--- src/rtl/syn_clk_extender_pkg.sv ---
// Shared constants for the sync-clock extender: default widths, FSM state codes, mode encoding.
// Imported by the interface, the wrap detector and the top.
package syn_clk_pkg;

    localparam int TIME_W_DEF   = 64;
    localparam int CYCLE_W_DEF  = 32;
    localparam int WRAP_WIN_DEF = 64;
    localparam int WCNT_W_DEF   = 16;

    typedef logic [1:0] state_t;

    localparam state_t S_INIT  = 2'd0;
    localparam state_t S_PASS  = 2'd1;
    localparam state_t S_TRACK = 2'd2;

    localparam logic MODE_1588 = 1'b1;
    localparam logic MODE_6802 = 1'b0;

endpackage

--- src/rtl/syn_clk_extender_if.sv ---
// Sample-in / extended-time-out bundle between the sync-clock generator and its consumers.
// slave = extender side, master = producer/observer side.
interface syn_clk_extender_if
    import syn_clk_pkg::*;
#(
    parameter int TIME_W  = TIME_W_DEF,
    parameter int CYCLE_W = CYCLE_W_DEF,
    parameter int WCNT_W  = WCNT_W_DEF
);
    logic [TIME_W-1:0]  iv_syn_clk;
    logic               i_syn_clk_valid;
    logic               i_tsn_or_tte;
    logic [CYCLE_W-1:0] iv_syn_clk_cycle;
    logic [TIME_W-1:0]  ov_syn_clk;
    logic               o_syn_clk_valid;
    logic               o_wrap_pulse;
    logic [WCNT_W-1:0]  ov_wrap_cnt;
    logic               o_jump_err;

    modport slave (
        input  iv_syn_clk, i_syn_clk_valid, i_tsn_or_tte, iv_syn_clk_cycle,
        output ov_syn_clk, o_syn_clk_valid, o_wrap_pulse, ov_wrap_cnt, o_jump_err
    );

    modport master (
        output iv_syn_clk, i_syn_clk_valid, i_tsn_or_tte, iv_syn_clk_cycle,
        input  ov_syn_clk, o_syn_clk_valid, o_wrap_pulse, ov_wrap_cnt, o_jump_err
    );
endinterface

--- src/rtl/syn_clk_extender_wrap_detect.sv ---
// Combinational backward-step classifier: a wrap is a backward step from within WRAP_WIN of the cycle end.
// Zero latency; no flow control. back/jump are forced low when jump detection is not built in.
module syn_wrap_detect
    import syn_clk_pkg::*;
#(
    parameter int TIME_W   = TIME_W_DEF,
    parameter int CYCLE_W  = CYCLE_W_DEF,
    parameter int WRAP_WIN = WRAP_WIN_DEF,
    parameter bit JUMP_EN  = 1'b0
) (
    input  logic [TIME_W-1:0]  cur,
    input  logic [TIME_W-1:0]  prev,
    input  logic [CYCLE_W-1:0] cycle,
    output logic               back,
    output logic               wrap,
    output logic               jump
);
    localparam logic [CYCLE_W:0] WIN = (CYCLE_W+1)'(WRAP_WIN);

    logic [CYCLE_W:0]   cyc_x;
    logic [CYCLE_W-1:0] thr;
    logic               step_back;

    always_comb begin
        cyc_x     = {1'b0, cycle};
        // Window start saturates at 0 for cycles shorter than the window.
        thr       = (cyc_x >= WIN) ? CYCLE_W'(cyc_x - WIN) : '0;
        step_back = (cur < prev);
        wrap      = step_back && (prev >= TIME_W'(thr));
        back      = JUMP_EN && step_back;
        jump      = back && !wrap;
    end
endmodule

--- src/rtl/syn_clk_extender.sv ---
// Extends cyclic 6802/TTE sync time to monotonic global time (1588 passed through); 1-cycle registered latency.
// No backpressure: one sample per valid cycle. Optional SYN_CLK_JUMP_DET_EN restarts on illegal backward steps.
module syn_clk_extender
    import syn_clk_pkg::*;
#(
    parameter int TIME_W   = TIME_W_DEF,
    parameter int CYCLE_W  = CYCLE_W_DEF,
    parameter int WRAP_WIN = WRAP_WIN_DEF,
    parameter int WCNT_W   = WCNT_W_DEF
) (
    input logic               i_clk,
    input logic               i_rst_n,
    syn_clk_extender_if.slave bus
);
`ifdef SYN_CLK_JUMP_DET_EN
    localparam bit JUMP_EN = 1'b1;
`else
    localparam bit JUMP_EN = 1'b0;
`endif

    state_t             state;
    logic [TIME_W-1:0]  offset;
    logic [TIME_W-1:0]  offset_n;
    logic [TIME_W-1:0]  prev;
    logic [CYCLE_W-1:0] cyc_q;
    logic               mode_q;
    logic               back, wrap, jump;
    logic               restart, jump_hit, wrap_hit;

    syn_wrap_detect #(
        .TIME_W   (TIME_W),
        .CYCLE_W  (CYCLE_W),
        .WRAP_WIN (WRAP_WIN),
        .JUMP_EN  (JUMP_EN)
    ) u_wrap_detect (
        .cur   (bus.iv_syn_clk),
        .prev  (prev),
        .cycle (cyc_q),
        .back  (back),
        .wrap  (wrap),
        .jump  (jump)
    );

    always_comb begin
        restart  = (bus.i_tsn_or_tte != mode_q) ||
                   ((state == S_TRACK) && (bus.iv_syn_clk_cycle != cyc_q));
        jump_hit = bus.i_syn_clk_valid &&
                   (((state == S_PASS) && back) || ((state == S_TRACK) && jump));
        wrap_hit = bus.i_syn_clk_valid && (state == S_TRACK) && wrap;
        offset_n = wrap_hit ? (offset + TIME_W'(cyc_q)) : offset;
    end

    always_ff @(posedge i_clk or negedge i_rst_n) begin
        if (!i_rst_n) begin
            state               <= S_INIT;
            offset              <= '0;
            prev                <= '0;
            cyc_q               <= '0;
            mode_q              <= 1'b0;
            bus.ov_syn_clk      <= '0;
            bus.o_syn_clk_valid <= 1'b0;
            bus.o_wrap_pulse    <= 1'b0;
            bus.ov_wrap_cnt     <= '0;
            bus.o_jump_err      <= 1'b0;
        end else begin
            mode_q              <= bus.i_tsn_or_tte;
            bus.o_syn_clk_valid <= 1'b0;
            bus.o_wrap_pulse    <= 1'b0;
            bus.o_jump_err      <= 1'b0;
            // Restart wins over sample processing; ov_syn_clk keeps its last value.
            if (restart || jump_hit) begin
                state           <= S_INIT;
                offset          <= '0;
                prev            <= '0;
                bus.ov_wrap_cnt <= '0;
                bus.o_jump_err  <= jump_hit;
            end else if (bus.i_syn_clk_valid) begin
                case (state)
                    S_INIT: begin
                        prev  <= bus.iv_syn_clk;
                        cyc_q <= bus.iv_syn_clk_cycle;
                        state <= (bus.i_tsn_or_tte == MODE_1588) ? S_PASS : S_TRACK;
                    end
                    S_PASS: begin
                        prev                <= bus.iv_syn_clk;
                        offset              <= '0;
                        bus.ov_syn_clk      <= bus.iv_syn_clk;
                        bus.o_syn_clk_valid <= 1'b1;
                    end
                    S_TRACK: begin
                        prev                <= bus.iv_syn_clk;
                        offset              <= offset_n;
                        bus.ov_syn_clk      <= offset_n + bus.iv_syn_clk;
                        bus.o_syn_clk_valid <= 1'b1;
                        if (wrap_hit) begin
                            bus.o_wrap_pulse <= 1'b1;
                            if (!(&bus.ov_wrap_cnt))
                                bus.ov_wrap_cnt <= bus.ov_wrap_cnt + 1'b1;
                        end
                    end
                    default: state <= S_INIT;
                endcase
            end
        end
    end
endmodule

--- src/flat_wrapper.sv ---
// flat-port wrapper written by rule: the top's interface ports become plain ports
module syn_clk_extender_flat import syn_clk_pkg::*;
#(
    parameter int TIME_W   = TIME_W_DEF,
    parameter int CYCLE_W  = CYCLE_W_DEF,
    parameter int WRAP_WIN = WRAP_WIN_DEF,
    parameter int WCNT_W   = WCNT_W_DEF
)
  (i_clk, i_rst_n, bus_iv_syn_clk, bus_i_syn_clk_valid, bus_i_tsn_or_tte, bus_iv_syn_clk_cycle, bus_ov_syn_clk, bus_o_syn_clk_valid, bus_o_wrap_pulse, bus_ov_wrap_cnt, bus_o_jump_err);
  syn_clk_extender_if #(.TIME_W(TIME_W), .CYCLE_W(CYCLE_W), .WCNT_W(WCNT_W)) bus_i ();
  input logic i_clk;
  input logic i_rst_n;
  input wire logic [$bits(bus_i.iv_syn_clk)-1:0] bus_iv_syn_clk;
  input wire logic [$bits(bus_i.i_syn_clk_valid)-1:0] bus_i_syn_clk_valid;
  input wire logic [$bits(bus_i.i_tsn_or_tte)-1:0] bus_i_tsn_or_tte;
  input wire logic [$bits(bus_i.iv_syn_clk_cycle)-1:0] bus_iv_syn_clk_cycle;
  output wire logic [$bits(bus_i.ov_syn_clk)-1:0] bus_ov_syn_clk;
  output wire logic [$bits(bus_i.o_syn_clk_valid)-1:0] bus_o_syn_clk_valid;
  output wire logic [$bits(bus_i.o_wrap_pulse)-1:0] bus_o_wrap_pulse;
  output wire logic [$bits(bus_i.ov_wrap_cnt)-1:0] bus_ov_wrap_cnt;
  output wire logic [$bits(bus_i.o_jump_err)-1:0] bus_o_jump_err;
  assign bus_i.iv_syn_clk = bus_iv_syn_clk;
  assign bus_i.i_syn_clk_valid = bus_i_syn_clk_valid;
  assign bus_i.i_tsn_or_tte = bus_i_tsn_or_tte;
  assign bus_i.iv_syn_clk_cycle = bus_iv_syn_clk_cycle;
  assign bus_ov_syn_clk = bus_i.ov_syn_clk;
  assign bus_o_syn_clk_valid = bus_i.o_syn_clk_valid;
  assign bus_o_wrap_pulse = bus_i.o_wrap_pulse;
  assign bus_ov_wrap_cnt = bus_i.ov_wrap_cnt;
  assign bus_o_jump_err = bus_i.o_jump_err;
  syn_clk_extender #(.TIME_W(TIME_W), .CYCLE_W(CYCLE_W), .WRAP_WIN(WRAP_WIN), .WCNT_W(WCNT_W)) u_core (.i_clk(i_clk), .i_rst_n(i_rst_n), .bus(bus_i));
endmodule
--- config.mk ---
export PLATFORM = sky130hd
export DESIGN_NAME = syn_clk_extender_flat
export DESIGN_NICKNAME = d
export VERILOG_FILES = /design/src/rtl/syn_clk_extender_pkg.sv /design/src/rtl/syn_clk_extender_if.sv /design/src/rtl/syn_clk_extender_wrap_detect.sv /design/src/rtl/syn_clk_extender.sv /design/src/flat_wrapper.sv
export SDC_FILE = /design/constraint.sdc
export NUM_CORES = 1
export LEC_CHECK = 0
export CORE_ASPECT_RATIO = 1.75
export CORE_MARGIN = 8
export CORE_UTILIZATION = 35
export DETAILED_ROUTE_END_ITERATION = 8
export GPL_TIMING_DRIVEN = 0
export PLACE_DENSITY = 0.63
export SLEW_MARGIN = 20
export SYNTH_ARGS = -nofsm -noshare
export SYNTH_HDL_FRONTEND = slang
export SYNTH_SLANG_ARGS = --single-unit
--- constraint.sdc ---
create_clock -name i_clk -period 11.1 [get_ports i_clk]
set_input_delay 3.33 -clock i_clk [delete_from_list [all_inputs] [get_ports i_clk]]
set_output_delay 3.33 -clock i_clk [all_outputs]
set_load 0.01 [all_outputs]
==> flow_metrics.env, run 1 <==
export IMPL_final_common_cell="nand2_1"
export IMPL_finalClockSkew_ns=0.0124
export IMPL_crit_family="compound AO/OA/AOI/OAI gates"
export IMPL_crit_top_cell="buf_2"
export IMPL_reg2regPathDepth=32
export IMPL_synth_seq_cells=245
export IMPL_cts_sinks=245
export IMPL_fin_nets=2888
export IMPL_post_route_period_util=0.994
export IMPL_worst_path_max_fanout=10
export IMPL_path_clk_slew_ns=0.06
export IMPL_routabilityCongestion=0.947
export IMPL_fp_dieH_um=331
export IMPL_whs_path_depth=2
export IMPL_cp_num_buf_inv=4
export IMPL_cts_hold_buf=0
export IMPL_postSynthAreaPerCell_um2=8.35
export IMPL_worst_path_stages=22
export IMPL_core_area_um2=56100
export IMPL_antennaDiodeCount=0
export IMPL_nFillCells=5633
export IMPL_fp_dieW_um=196
export IMPL_track_usage=0.240
export IMPL_cpPeakStageDelay_ns=0.67
export IMPL_final_layout_size_suffix_gt1_frac=0.0620
export IMPL_rsz0062_at_grt="no"
export IMPL_hold_path_class="reg -> reg"
export IMPL_antenna_found_initial=0
export IMPL_p_leak_nw=10.5
export IMPL_grt_pass1_vias=19418
export IMPL_clk_latency_ns=0.58
export IMPL_ys_warn_count=0
export IMPL_crit_type="in -> reg"
export IMPL_synth_cells=2377
export IMPL_vdd_drop_max_mv=0.123
export IMPL_yosys_area_top_type="dfrtp_1"
export IMPL_io_pins=183
export IMPL_syn_to_final_growth_pct=19.3
export IMPL_path_cells="clkdlybuf4s50_1 > ha_1 > and4_1 > nor4b_2 > a31oi_1 > o211ai_1 > buf_2 > buf_2 > buf_2 > mux2_2 > ha_1 > a21oi_1 > a21boi_0 > a311oi_2 > a31oi_1 > nor2_1 > o21ai_1 > a41oi_1 > o221ai_1 > a221oi_1 > xor2_1 > o21ai_1"
export IMPL_layout_common_cells="nand2_1 (358), dfrtp_1 (245), a21oi_1 (234)"
export IMPL_routed_via_count=18878
export IMPL_syn_nets=2675
export IMPL_synth_edff_count=0
export IMPL_yosysUniqueCellTypes=86
export IMPL_dieArea_um2=64800
export IMPL_design_area_um2=23700
export IMPL_drc_errors=0
export IMPL_avgRoutedWirePerCell_um=24.0
export IMPL_synth_top_area_share=0.309
export IMPL_initial_utilization=0.353
export IMPL_grt_ovfl_total=0
export IMPL_cap_violations=0
export IMPL_cp_arrival_ns=11.46
export IMPL_required_ns=11.53
export IMPL_finalHoldViolations=0
export IMPL_ys_seq_area_frac=0.309
export IMPL_syn_area_um2=19800
export IMPL_firstDrtPassIters=5
export IMPL_dp_hpwl_um=64500
export IMPL_worstSetupStartpointType="input port"
export IMPL_power_density_nw_per_um2=155
export IMPL_synth_ff_type="dfrtp_1"
export IMPL_period_minus_slack_ns=11.04
export IMPL_grt_pass1_wl_um=119000
export IMPL_grt_max_degree=89
export IMPL_cts_buffer_depth=3
export IMPL_synthTopCellsByArea="dfrtp_1 (31%), ha_1 (12%), nand2_1 (6.8%)"
export IMPL_synthArstFlopShare=1.00
export IMPL_relSlewSlack=0.247
export IMPL_critical_path_slowest_cell="clkdlybuf4s50_1"
export IMPL_h_tree_depth=1
export IMPL_finalPower_mw=3.67
export IMPL_clock_root_buffer="clkbuf_16"
export IMPL_drtAntennaViolNets=0
export IMPL_max_freq_ghz=0.0906
export IMPL_cts_tree="done"
export IMPL_setup_tns_ns=0
export IMPL_drt_iter0_markers=1069
export IMPL_drt_wl_total_um=79500
export IMPL_status="finished, final reports clean"
export IMPL_via_per_inst=5.70
export IMPL_cts_buffers=28
export IMPL_rows=115
export IMPL_postPlaceCellArea_um2=22600
export IMPL_setup_violations=0
export IMPL_slew_viol_final=0
export IMPL_dp_slack_ns=-0.800
export IMPL_port_buffers=180
export IMPL_end_kind="flop"
export IMPL_worst_slew_pin_transition_ns=1.13
export IMPL_fin_ws_ns=0.0624
[final timing paths]
kind	slack, ns	to	start
setup / recovery	0.06	u_core.bus.ov_syn_clk[60]	bus_iv_syn_clk[12]
setup reg to reg	0.29	u_core.bus.ov_syn_clk[60]	u_core.cyc_q[9]
hold / removal	0.48	u_core.bus.ov_syn_clk[0]	u_core.bus.ov_syn_clk[0]
max in group asynchronous	7.44	u_core.bus.ov_syn_clk[19]	i_rst_n
min in group asynchronous	2.69	u_core.bus.ov_wrap_cnt[10]	i_rst_n
hold reg to reg	0.48	u_core.bus.ov_syn_clk[0]	u_core.bus.ov_syn_clk[0]
[cells in the mapped netlist, types with 32 or more instances]
| cell type | number |
|---|---|
| nand4_1 | 47 |
| and3_1 | 33 |
| nand3_1 | 52 |
| dfrtp_1 | 245 |
| mux2_2 | 45 |
| ha_1 | 196 |
| a22o_1 | 32 |
| o21ai_0 | 130 |
| nand2_1 | 358 |
| mux2i_1 | 38 |
| a21o_1 | 50 |
| a21oi_1 | 234 |
| xnor2_1 | 94 |
| nor3_1 | 37 |
| xor2_1 | 87 |
| inv_1 | 103 |
| nor2_1 | 119 |
| clkbuf_1 | 85 |
[worst min-delay path, cell delays in order, from the launching register on]
cell,delay [ns]
dfrtp_1,0.35
nand2_1,0.05
o21ai_0,0.06
[routing by layer]
metal  GRT usage  share of wire  wire (um)
met1       0.241           0.36      28600
met2       0.440           0.51      40200
met3      0.0289          0.039       3110
met4       0.203          0.096       7630
met5           0              0          0
[where the power goes]
part	switching [mW]	total (mW)	internal (mW)
Clock	0.420	1.08	0.661
Combinational	0.709	1.30	0.590
Sequential	0.212	1.29	1.07
Total	1.34	3.67	2.32
[cell families after synthesis]
group / share of synthesized area
and+or+nand+nor: 0.186
AOI/OAI and AO/OA: 0.207
DFF: 0.309
buffers and inverters: 0.0471
adders and majority gates: 0.126
xor gates and xnor gates: 0.0799
muxes: 0.0447
other: 0.000189
[cell type report]
cell class / instances / area [um2] / share of cell area
tap: 702 / 878 / 0.0371
sequential: 245 / 6130 / 0.259
inverter: 106 / 399 / 0.0169
clock inverter: 12 / 220 / 0.00930
timing repair buffer: 183 / 1870 / 0.0789
multi-input combinational: 1904 / 12800 / 0.541
buffer: 122 / 534 / 0.0226
clock buffer: 39 / 833 / 0.0352
[metrics by stage]
| stage | utilization | instances | hold WS (ns) |
|---|---|---|---|
| after floorplan | - | 2377 | 0.476 |
| after global placement | 0.401 | 3259 | 0.467 |
| after detailed placement | 0.403 | 3262 | 0.473 |
| after CTS | 0.422 | 3313 | 0.486 |
| after global routing | 0.422 | 3313 | 0.499 |
| final | 0.422 | 3313 | 0.484 |
[state kept, by name, indices dropped and copies added (netlist names)]
name and count:
u_core.bus.o_syn_clk_valid 1, u_core.prev 64, u_core.bus.ov_syn_clk 64, u_core.state 2, u_core.offset 64, u_core.bus.ov_wrap_cnt 16
u_core.bus.o_wrap_pulse 1, u_core.cyc_q 32, u_core.mode_q 1
[what timing repair did]
item | in CTS | in global routing
setup endpoints to repair | 2 | 2
setup buffers | 0 | 0
hold endpoints to repair | 0 | 0
cloned | 0 | 0
resized for setup | 1 | 1
No activity file was read; power rests on OpenSTA's default activity.
==> inputs of run 2 (changes only) <==
--- a/config.mk
+++ b/config.mk
@@ -7,10 +7,10 @@
 export LEC_CHECK = 0
 export CORE_ASPECT_RATIO = 1.75
 export CORE_MARGIN = 8
-export CORE_UTILIZATION = 35
+export CORE_UTILIZATION = 64
 export DETAILED_ROUTE_END_ITERATION = 8
 export GPL_TIMING_DRIVEN = 0
-export PLACE_DENSITY = 0.63
+export PLACE_DENSITY = 0.95
 export SLEW_MARGIN = 20
 export SYNTH_ARGS = -nofsm -noshare
 export SYNTH_HDL_FRONTEND = slang
==> constraint.sdc (replaced) <==
create_clock -name i_clk -period 13.3 [get_ports i_clk]
set_input_delay 3.99 -clock i_clk [delete_from_list [all_inputs] [get_ports i_clk]]
set_output_delay 3.99 -clock i_clk [all_outputs]
set_load 0.01 [all_outputs]
==> flow_metrics.env, run 2 (synthesis results as in run 1) <==
export IMPL_cp_num_buf_inv=4
export IMPL_grt_ovfl_total=0
export IMPL_p_seq_frac=0.358
export IMPL_crit_family="compound AO/OA/AOI/OAI gates"
export IMPL_worstSetupStartpointType="input port"
export IMPL_finalPower_mw=3.00
export IMPL_required_ns=13.70
export IMPL_routabilityCongestion=1.07
export IMPL_end_kind="flop"
export IMPL_via_per_inst=6.75
export IMPL_period_minus_slack_ns=12.23
export IMPL_cap_violations=0
export IMPL_final_util=0.755
export IMPL_clk_latency_ns=0.56
export IMPL_reg2regPathDepth=31
export IMPL_vdd_drop_max_mv=0.138
export IMPL_hold_path_class="reg -> reg"
export IMPL_initial_utilization=0.648
export IMPL_postPlaceCellArea_um2=22200
export IMPL_drt_iter0_markers=1985
export IMPL_avgRoutedWirePerCell_um=25.6
export IMPL_cts_tree="done"
export IMPL_relSlewSlack=0.116
export IMPL_grt_pass1_vias=20598
export IMPL_finalClockSkew_ns=0.0144
export IMPL_cts_hold_buf=0
export IMPL_path_cells="clkdlybuf4s50_1 > ha_1 > nand4_1 > nor4b_1 > nand4_1 > o221ai_1 > a211oi_1 > o211ai_1 > buf_2 > buf_2 > buf_2 > mux2_2 > ha_1 > a21oi_1 > a21boi_0 > a311oi_1 > a31oi_1 > nor2_1 > o21ai_1 > a41oi_1 > o221ai_1 > a221oi_1 > xor2_1 > o21ai_1"
export IMPL_dp_slack_ns=1.15
export IMPL_rsz0062_at_grt="no"
export IMPL_crit_top_cell="buf_2"
export IMPL_cts_resized_gates=0
export IMPL_rr_startpoint="u_core.cyc_q[11]"
export IMPL_post_cts_buffers=0
export IMPL_clock_root_buffer="clkbuf_16"
export IMPL_fin_ws_ns=1.07
export IMPL_cpPeakStageDelay_ns=0.95
export IMPL_max_freq_ghz=0.0818
export IMPL_worst_slew_pin_transition_ns=1.31
export IMPL_drc_errors=0
export IMPL_switching_share=0.371
export IMPL_drtAntennaViolNets=0
export IMPL_syn_to_final_growth_pct=16.6
export IMPL_port_buffers=180
export IMPL_reg2reg_slack_ns=1.69
export IMPL_drt_wl_total_um=76600
export IMPL_power_density_nw_per_um2=130
export IMPL_track_usage=0.410
export IMPL_rows=85
export IMPL_setup_violations=0
export IMPL_status="finished, final reports clean"
export IMPL_fin_nets=2884
export IMPL_combPwrFrac=0.368
export IMPL_holdWs_ns=0.483
export IMPL_fp_dieW_um=149
export IMPL_final_layout_size_suffix_gt1_frac=0.0584
export IMPL_cp_arrival_ns=12.63
export IMPL_cts_sinks=245
export IMPL_grt_pass1_wl_um=117000
export IMPL_io_pins=183
export IMPL_routed_via_count=20210
export IMPL_clockPowerShare=0.275
export IMPL_grt_max_degree=95
export IMPL_dieArea_um2=37100
export IMPL_layout_common_cells="nand2_1 (358), dfrtp_1 (245), a21oi_1 (234)"
export IMPL_fp_dieH_um=249
export IMPL_cts_buffers=25
export IMPL_post_route_period_util=0.919
export IMPL_reg_top3="u_core.bus.ov_syn_clk x64, u_core.offset x64, u_core.prev x64"
export IMPL_final_common_cell="nand2_1"
export IMPL_finalHoldViolations=0
export IMPL_slew_viol_final=0
export IMPL_crit_type="in -> reg"
export IMPL_antenna_found_initial=4
export IMPL_firstDrtPassIters=7
export IMPL_cts_buffer_depth=3
export IMPL_worst_path_stages=24
export IMPL_p_int_mw=1.88
export IMPL_path_clk_slew_ns=0.06
export IMPL_design_area_um2=23100
export IMPL_worst_path_max_fanout=10
export IMPL_crit_end="u_core.bus.ov_syn_clk[60]"
export IMPL_critical_path_slowest_cell="nor4b_1"
export IMPL_reg2reg_to="u_core.bus.ov_syn_clk[60]"
export IMPL_startpoint="bus_iv_syn_clk[59]"
export IMPL_dp_hpwl_um=57300
export IMPL_p_switching_mw=1.11
export IMPL_p_leak_nw=10.4
export IMPL_core_area_um2=30600
export IMPL_h_tree_depth=1
## run 2: power by group through the flow
stage | Combinational (mW) | Sequential, mW | Clock [mW]
floorplan | 0.560 | 1.06 | 0
global placement | 1.03 | 1.07 | 0
detailed placement | 1.06 | 1.07 | 0
CTS | 1.08 | 1.06 | 0.821
global route | 1.19 | 1.08 | 0.850
finish | 1.10 | 1.07 | 0.824
## run 2: metrics by stage
stage	instances	setup TNS [ns]
6_report	2996	0
5_1_grt	2995	0
4_1_cts	2995	0
3_5_place_dp	2950	0
3_3_place_gp	2948	-529.09
2_1_floorplan	2377	0
## run 2: area by class of cell
cell class | instances | area (um2)
Multi-Input combinational cell | 1904 | 12800
Fill cell | 2206 | 7500
Sequential cell | 245 | 6130
Timing Repair Buffer | 182 | 1860
Clock buffer | 34 | 719
Buffer | 122 | 534
Tap cell | 391 | 489
Inverter | 106 | 399
Clock inverter | 11 | 209
Antenna cell | 1 | 2.50
## run 2: worst min-delay path, delay by kind of cell (launching register included)
family,cells,cell delay [ns]
compound gates,1,0.06
flops,1,0.34
simple gates,1,0.05
## run 2: worst min path at each step
stage,from,to,slack (ns),cells after the start
6_report,u_core.bus.ov_syn_clk[42],u_core.bus.ov_syn_clk[42],0.48,2
5_1_grt,u_core.bus.ov_syn_clk[42],u_core.bus.ov_syn_clk[42],0.50,2
4_1_cts,u_core.bus.ov_syn_clk[42],u_core.bus.ov_syn_clk[42],0.48,2
3_5_place_dp,u_core.bus.ov_syn_clk[42],u_core.bus.ov_syn_clk[42],0.47,2
3_3_place_gp,u_core.bus.ov_syn_clk[42],u_core.bus.ov_syn_clk[42],0.47,2
2_1_floorplan,u_core.offset[35],u_core.offset[35],0.48,1
## run 2: layer usage
layer | GRT usage | share of wire | wire length (um) | vias to the layer above
li1 | - | - | - | 8933
met1 | 0.396 | 0.31 | 23400 | 9481
met2 | 0.687 | 0.48 | 36900 | 1286
met3 | 0.0982 | 0.091 | 6950 | 504
met4 | 0.409 | 0.12 | 9280 | 6
met5 | 0 | 0.00059 | 45 | -
